==> config.mk <==
export PLATFORM = sky130hd
export DESIGN_NAME = move_scheduler
export DESIGN_NICKNAME = d
export VERILOG_FILES = /design/src/rtl/move_scheduler_pkg.sv /design/src/rtl/move_scheduler_tick_divider.sv /design/src/rtl/move_scheduler.sv
export SDC_FILE = /design/constraint.sdc
export NUM_CORES = 1
export LEC_CHECK = 0
export CAP_MARGIN = 0
export CORE_MARGIN = 2
export CORE_UTILIZATION = 47
export CTS_BUF_LIST = sky130_fd_sc_hd__clkbuf_16
export DETAILED_ROUTE_END_ITERATION = 12
export DONT_BUFFER_PORTS = 1
export GPL_TIMING_DRIVEN = 0
export PLACE_DENSITY = 0.73
export SYNTH_ARGS = -nofsm -noshare
export SYNTH_HDL_FRONTEND = slang
export SYNTH_HIERARCHICAL = 1
export SYNTH_SLANG_ARGS = --single-unit
export TNS_END_PERCENT = 1
==> constraint.sdc <==
create_clock -name clk -period 4.52 [get_ports clk]
set_input_delay 0.904 -clock clk [delete_from_list [all_inputs] [get_ports clk]]
set_output_delay 0.904 -clock clk [all_outputs]
set_load 0.02 [all_outputs]
==> src/rtl/move_scheduler_pkg.sv <==
// move_scheduler_pkg
//   Shared definitions for the platform move scheduler and the y counter
//   that consumes its move codes.
//   - move_t / MV_* : 2-bit move code carried on move[1:0]
//   - state_e       : scheduler FSM state encoding
//   - KEY_*         : bit positions of the push buttons in keys[2:0]
//   - pick_move()   : fixed-priority resolution of simultaneous presses
package move_scheduler_pkg;

  typedef logic [1:0] move_t;

  localparam move_t MV_NONE  = 2'b00;
  localparam move_t MV_CLIMB = 2'b01;
  localparam move_t MV_HOP   = 2'b10;
  localparam move_t MV_DROP  = 2'b11;

  typedef enum logic [1:0] {
    ST_IDLE    = 2'b00,
    ST_MOVING  = 2'b01,
    ST_RELEASE = 2'b10
  } state_e;

  localparam int unsigned NUM_KEYS  = 3;
  localparam int unsigned KEY_CLIMB = 0;
  localparam int unsigned KEY_HOP   = 1;
  localparam int unsigned KEY_DROP  = 2;

  // Climb beats hop beats drop; the losing presses are simply dropped.
  function automatic move_t pick_move(input logic [NUM_KEYS-1:0] press);
    if (press[KEY_CLIMB]) return MV_CLIMB;
    if (press[KEY_HOP])   return MV_HOP;
    if (press[KEY_DROP])  return MV_DROP;
    return MV_NONE;
  endfunction

endpackage

==> src/rtl/move_scheduler_tick_divider.sv <==
// tick_divider
//   Free-running divider producing a one-cycle strobe every TICK_DIV clocks.
//   The count runs 0..TICK_DIV-1 and wraps; tick is high while the count
//   sits at TICK_DIV-1, so the first strobe is in the TICK_DIV-th cycle
//   after reset release. TICK_DIV is expected to be at least 2.
//   Ports:
//     clk    : clock
//     resetn : asynchronous active-low reset, clears the count
//     tick   : single-cycle strobe
module tick_divider #(
  parameter int unsigned TICK_DIV = 833333
) (
  input  logic clk,
  input  logic resetn,
  output logic tick
);

  localparam int unsigned CW = (TICK_DIV > 1) ? $clog2(TICK_DIV) : 1;
  localparam logic [CW-1:0] LAST = CW'(TICK_DIV - 1);

  logic [CW-1:0] count;

  always_ff @(posedge clk or negedge resetn) begin
    if (!resetn) begin
      count <= '0;
    end else if (count == LAST) begin
      count <= '0;
    end else begin
      count <= count + CW'(1);
    end
  end

  assign tick = (count == LAST);

endmodule

==> src/rtl/move_scheduler.sv <==
// move_scheduler
//   Turns raw push-button presses into move requests for the y counter,
//   tracks the platform level and aborts moves that run too long.
//
//   state      | meaning
//   -----------+-----------------------------------------------------------
//   ST_IDLE    | waiting for a press; refuses impossible climbs/drops
//   ST_MOVING  | move code held on 'move', waiting for move_over or timeout
//   ST_RELEASE | move finished; waiting for every key to be released
//
//   Ports:
//     clk       : sole clock
//     resetn    : asynchronous active-low reset
//     keys[2:0] : raw active-low buttons, [0] climb, [1] hop, [2] drop
//     move_over : completion flag from the y counter
//     move[1:0] : move code to the y counter (MV_* in the package)
//     update    : one-cycle strobe every TICK_DIV clocks
//     level[1:0]: current platform level, 0 = bottom
//     busy      : high while a move is in progress
//     reject    : one-cycle pulse when a press is refused
//     fault     : one-cycle pulse when a move is aborted by timeout
module move_scheduler
  import move_scheduler_pkg::*;
#(
  parameter int unsigned TICK_DIV      = 833333,
  parameter int unsigned NUM_LEVELS    = 3,
  parameter int unsigned TIMEOUT_TICKS = 32
) (
  input  logic       clk,
  input  logic       resetn,
  input  logic [2:0] keys,
  input  logic       move_over,
  output logic [1:0] move,
  output logic       update,
  output logic [1:0] level,
  output logic       busy,
  output logic       reject,
  output logic       fault
);

  localparam int unsigned AGE_W = $clog2(TIMEOUT_TICKS + 1);
  localparam logic [AGE_W-1:0] AGE_LIMIT = AGE_W'(TIMEOUT_TICKS);
  localparam logic [1:0] LEVEL_TOP = 2'(NUM_LEVELS - 1);

  // --------------------------------------------------------------------
  // Update strobe
  // --------------------------------------------------------------------
  logic tick;

  tick_divider #(
    .TICK_DIV(TICK_DIV)
  ) u_tick (
    .clk   (clk),
    .resetn(resetn),
    .tick  (tick)
  );

  assign update = tick;

  // --------------------------------------------------------------------
  // Key synchronisers and press detection
  // --------------------------------------------------------------------
  logic [NUM_KEYS-1:0] key_s1;
  logic [NUM_KEYS-1:0] key_s2;
  logic [NUM_KEYS-1:0] key_s3;
  logic [NUM_KEYS-1:0] key_armed;
  logic [NUM_KEYS-1:0] press_req;
  logic [1:0]          warm;

  // The synchronisers come out of reset reading "released", so a key held
  // through reset would look like a fresh press once its low level reaches
  // key_s2. A key is therefore only armed after its synchronised level has
  // been seen high with real pin data in the pipe (warm == 2).
  always_ff @(posedge clk or negedge resetn) begin
    if (!resetn) begin
      key_s1    <= '1;
      key_s2    <= '1;
      key_s3    <= '1;
      key_armed <= '0;
      press_req <= '0;
      warm      <= '0;
    end else begin
      key_s1 <= keys;
      key_s2 <= key_s1;
      key_s3 <= key_s2;
      if (warm != 2'd2) begin
        warm <= warm + 2'd1;
      end else begin
        key_armed <= key_armed | key_s2;
      end
      press_req <= key_armed & key_s3 & ~key_s2;
    end
  end

  // --------------------------------------------------------------------
  // Move FSM
  // --------------------------------------------------------------------
  state_e           state;
  state_e           state_n;
  move_t            move_n;
  move_t            req_code;
  logic [1:0]       level_n;
  logic [AGE_W-1:0] age;
  logic [AGE_W-1:0] age_n;
  logic             reject_n;
  logic             fault_n;
  logic             refuse;

  assign req_code = pick_move(press_req);
  assign refuse   = ((req_code == MV_CLIMB) && (level == LEVEL_TOP)) ||
                    ((req_code == MV_DROP)  && (level == 2'd0));

  always_ff @(posedge clk or negedge resetn) begin
    if (!resetn) begin
      state  <= ST_IDLE;
      move   <= MV_NONE;
      level  <= 2'd0;
      age    <= '0;
      reject <= 1'b0;
      fault  <= 1'b0;
    end else begin
      state  <= state_n;
      move   <= move_n;
      level  <= level_n;
      age    <= age_n;
      reject <= reject_n;
      fault  <= fault_n;
    end
  end

  always_comb begin
    state_n  = state;
    move_n   = move;
    level_n  = level;
    age_n    = age;
    reject_n = 1'b0;
    fault_n  = 1'b0;

    unique case (state)
      ST_IDLE: begin
        age_n = '0;
        if (req_code != MV_NONE) begin
          if (refuse) begin
            reject_n = 1'b1;
          end else begin
            move_n  = req_code;
            state_n = ST_MOVING;
          end
        end
      end

      ST_MOVING: begin
        if (tick && (age != AGE_LIMIT)) begin
          age_n = age + AGE_W'(1);
        end
        // move_over is checked first so it wins over a coincident timeout.
        if (move_over) begin
          move_n  = MV_NONE;
          state_n = ST_RELEASE;
          if (move == MV_CLIMB) begin
            level_n = level + 2'd1;
          end else if (move == MV_DROP) begin
            level_n = level - 2'd1;
          end
        end else if (age_n == AGE_LIMIT) begin
          move_n  = MV_NONE;
          fault_n = 1'b1;
          state_n = ST_RELEASE;
        end
      end

      ST_RELEASE: begin
        if (key_s2 == '1) begin
          state_n = ST_IDLE;
        end
      end

      default: begin
        state_n = ST_IDLE;
        move_n  = MV_NONE;
      end
    endcase
  end

  assign busy = (state == ST_MOVING);

endmodule
==> impl_results.md <==
- Clock sink total: 51
- Core Region: 5040 sq um
- Most common flop cell mapped by yosys: dfrtp_1
- Row cnt: 26
- Worst Hold Class: primary input to asynchronous set/reset pin
- Synth top cells by count: dfrtp_1 (42), nor2_1 (24), xnor2_1 (16), nand2_1 (14), nand3_1 (11)
- Post-synth EDFFs: 0
- CTS tree: built
- Sequential share of power: 51.5%
- Worst-path maximum fanout: 18
- Final ANT Viol Nets: 0
- Post-cts sizing count: 0
- Die Y: 75.9 microns
- Worst-case headroom to the max-slew limit: 69.9%
- Hold Violations, Final: 0
- Initial Util: 48.2%
- Initial antenna violation count: 0
- Mapped cell area: 2430 sq um
- H-tree depth: 2
- Slew @ Worst Pin: 452 ps
- Slew Limit Fails: 0
- Port Buf Inserts: 0
- CTS clk-pin slew, worst paths: 70 ps
- # diodes: 0
- Number of remaining DRC errors: 0
- Worst setup SP type: register
- Clock latency on the worst-skew pair: 290 ps
- Clk pwr share: 35.9%
- Placed cell area: 2520 sq um
- Fin Hold WS: 308 ps
- Vias: 1624
- DR iter-0 viols: 134
- Final WL: 4.12 mm
- Area Overhead vs Synth: 9.93%
- Syn_nets: 233
- Area leader, netlist: dfrtp_1
- CTS Buf Count: 5
- Cell internal pwr: 759 uW
- FF/Latch Area: 1290 sq um
- Setup TNS: 0 ps
- RSZ-0062 raised after global routing: false
- Worst EP arrival: 2050 ps
- Synth Register Bits: 51
- Die area: 5760 sq um
- CP top delay family: simple AND/OR/NAND/NOR gates
- Area occupied by multi-input gates: 1080 sq um
- Die X-Extent: 75.9 microns
- Cell Pwr Density: 398 nW/um^2
- Fraction of layout cells with a size suffix above 1: 13.5%
- Power Total: 1.06 mW
- Vias per inst: 5.41
- Critical path required time: 3620 ps
- Fin crit share: 65.3%
- Maximum vdd drop: 0.000280 V
- Number of setup violations in the final report: 0
- Syn Area/Cell: 11.0 sq um
- Fillers: 443
- Seq/Total Area, Yosys: 53.0%
- Synth Instances: 222
- Worst Clk Skew: 4.47 ps
- Fin area: 2670 sq um
- Worst r2r src: u_tick/count[0]
- Comb pwr share: 12.6%
- Worst Setup SP: u_tick/count[0]
- Post-CTS Setup Bufs: 0
- First-pass GRT wire length: 7.19 mm
- Status: completed
- TritonRoute pass-1 iters: 4
- F_max: 0.339 GHz
- Yosys top cell area share: 43.2%
- Crit path buf inv count: 2
- Ports: 14
- Minimum clock period: 2950 ps
- Vias in the first global route: 1520
- Cells along the critical path: inv_1, ha_1, nor4bb_1, nand4_1, nor2_2, buf_2
- CTS max path bufs: 2
- Leak: 1.12 nW
- Yosys warns: 6
- CP Class: register to output port
- Root Driver: clkbuf_16
- GR Overflow Total: 0
- Crit path largest cell delay: 450 ps
- Gr usage total: 15.5%
- Number of hold buffers added after CTS: 0
- Async set-reset flop share out of synthesis: 100%
- Sw frac: 28.6%
- Max Cap Violations: 0
- Worst Setup End Kind: output port
- Avg WL per Cell: 13.7 microns
- Final Net Count: 240
- CP max stage cell: dfrtp_1
- Pin count of the biggest net entering global routing: 52
- Top-count cell post-synth: dfrtp_1
- Placer congestion estimate: 0.813
- Post-DP HPWL: 2.84 mm
- Area contributors post-synth: dfrtp_1 (43%), dfstp_2 (9.7%), xnor2_1 (5.8%), nor2_1 (3.7%), ha_1 (2.6%)
- Synth unique cells: 51
- Switching pwr: 304 uW
-- final cells by class --
| type | count | share of cell area, % |
|---|---|---|
| clock inverters | 3 | 1.08 |
| well taps | 70 | 3.28 |
| multi-input cells | 155 | 40.4 |
| plain buffers | 6 | 0.983 |
| inverters | 10 | 1.40 |
| flip-flops and latches | 51 | 48.2 |
| clock buffers | 5 | 4.68 |
-- cells by family after synthesis --
| family | count (synthesis) | share of synthesized area, % |
|---|---|---|
| AOI/OAI and AO/OA | 34 | 11.4 |
| muxes | 2 | 0.875 |
| and+or+nand+nor | 94 | 22.4 |
| adders and majority gates | 5 | 2.57 |
| xor gates and xnor gates | 20 | 7.21 |
| DFF | 51 | 53.0 |
| buffers and inverters | 16 | 2.62 |
-- state kept, by name (all words and copies together), names as in the netlist --
signal / count
age: 6
press_req: 3
key_armed: 3
reject: 1
key_s1: 3
state: 2
fault: 1
u_tick/count: 20
key_s2: 3
warm: 2
level: 2
move: 2
key_s3: 3
-- path summary, 6_finish.rpt --
path,endpoint,slack [ps],cells after the start
setup / recovery,update,1570,6
hold / removal,u_tick/count[17],310,0
setup reg to reg,move[1],1580,11
hold reg to reg,key_s2[1],360,0
max in group asynchronous,key_s3[2],4030,0
min in group clk,key_s2[1],360,0
-- cells in the final DEF (no fill, tap or decap), types with 7 or more instances in the layout --
| master | netlist | routed |
|---|---|---|
| nand3_1 | 11 | 11 |
| nor3_1 | 7 | 7 |
| dfstp_2 | 9 | 9 |
| dfrtp_1 | 42 | 42 |
| inv_1 | 10 | 10 |
| xnor2_1 | 16 | 16 |
| nor2_1 | 24 | 24 |
| nand4_1 | 10 | 10 |
| nand2_1 | 14 | 14 |
| a21o_1 | 7 | 7 |
-- power by group through the flow --
| stage | Clock [mW] | Combinational, mW | Sequential [mW] |
|---|---|---|---|
| 2_1_floorplan | 0 | 0.111 | 0.548 |
| 3_3_place_gp | 0 | 0.131 | 0.555 |
| 3_5_place_dp | 0 | 0.133 | 0.557 |
| 4_1_cts | 0.394 | 0.134 | 0.549 |
| 5_1_grt | 0.417 | 0.148 | 0.552 |
| 6_report | 0.381 | 0.134 | 0.548 |
-- routing by layer --
metal / global-route usage (%) / up-vias / share of wire (%)
li1: - / 793 / -
met5: 0 / - / 0
met1: 20.5 / 801 / 48
met4: 6.73 / 0 / 1.8
met2: 24.1 / 23 / 46
met3: 4.40 / 7 / 3.5
-- stage by stage --
step / setup WS, ps / utilization (%) / instances
floorplan: 2000 / - / 222
global route: 1370 / 53.0 / 300
detailed placement: 1560 / 50.0 / 292
global placement: 1580 / 50.0 / 292
CTS: 1530 / 53.0 / 300
finish: 1570 / 53.0 / 300
No activity file was read; power rests on OpenSTA's default activity.
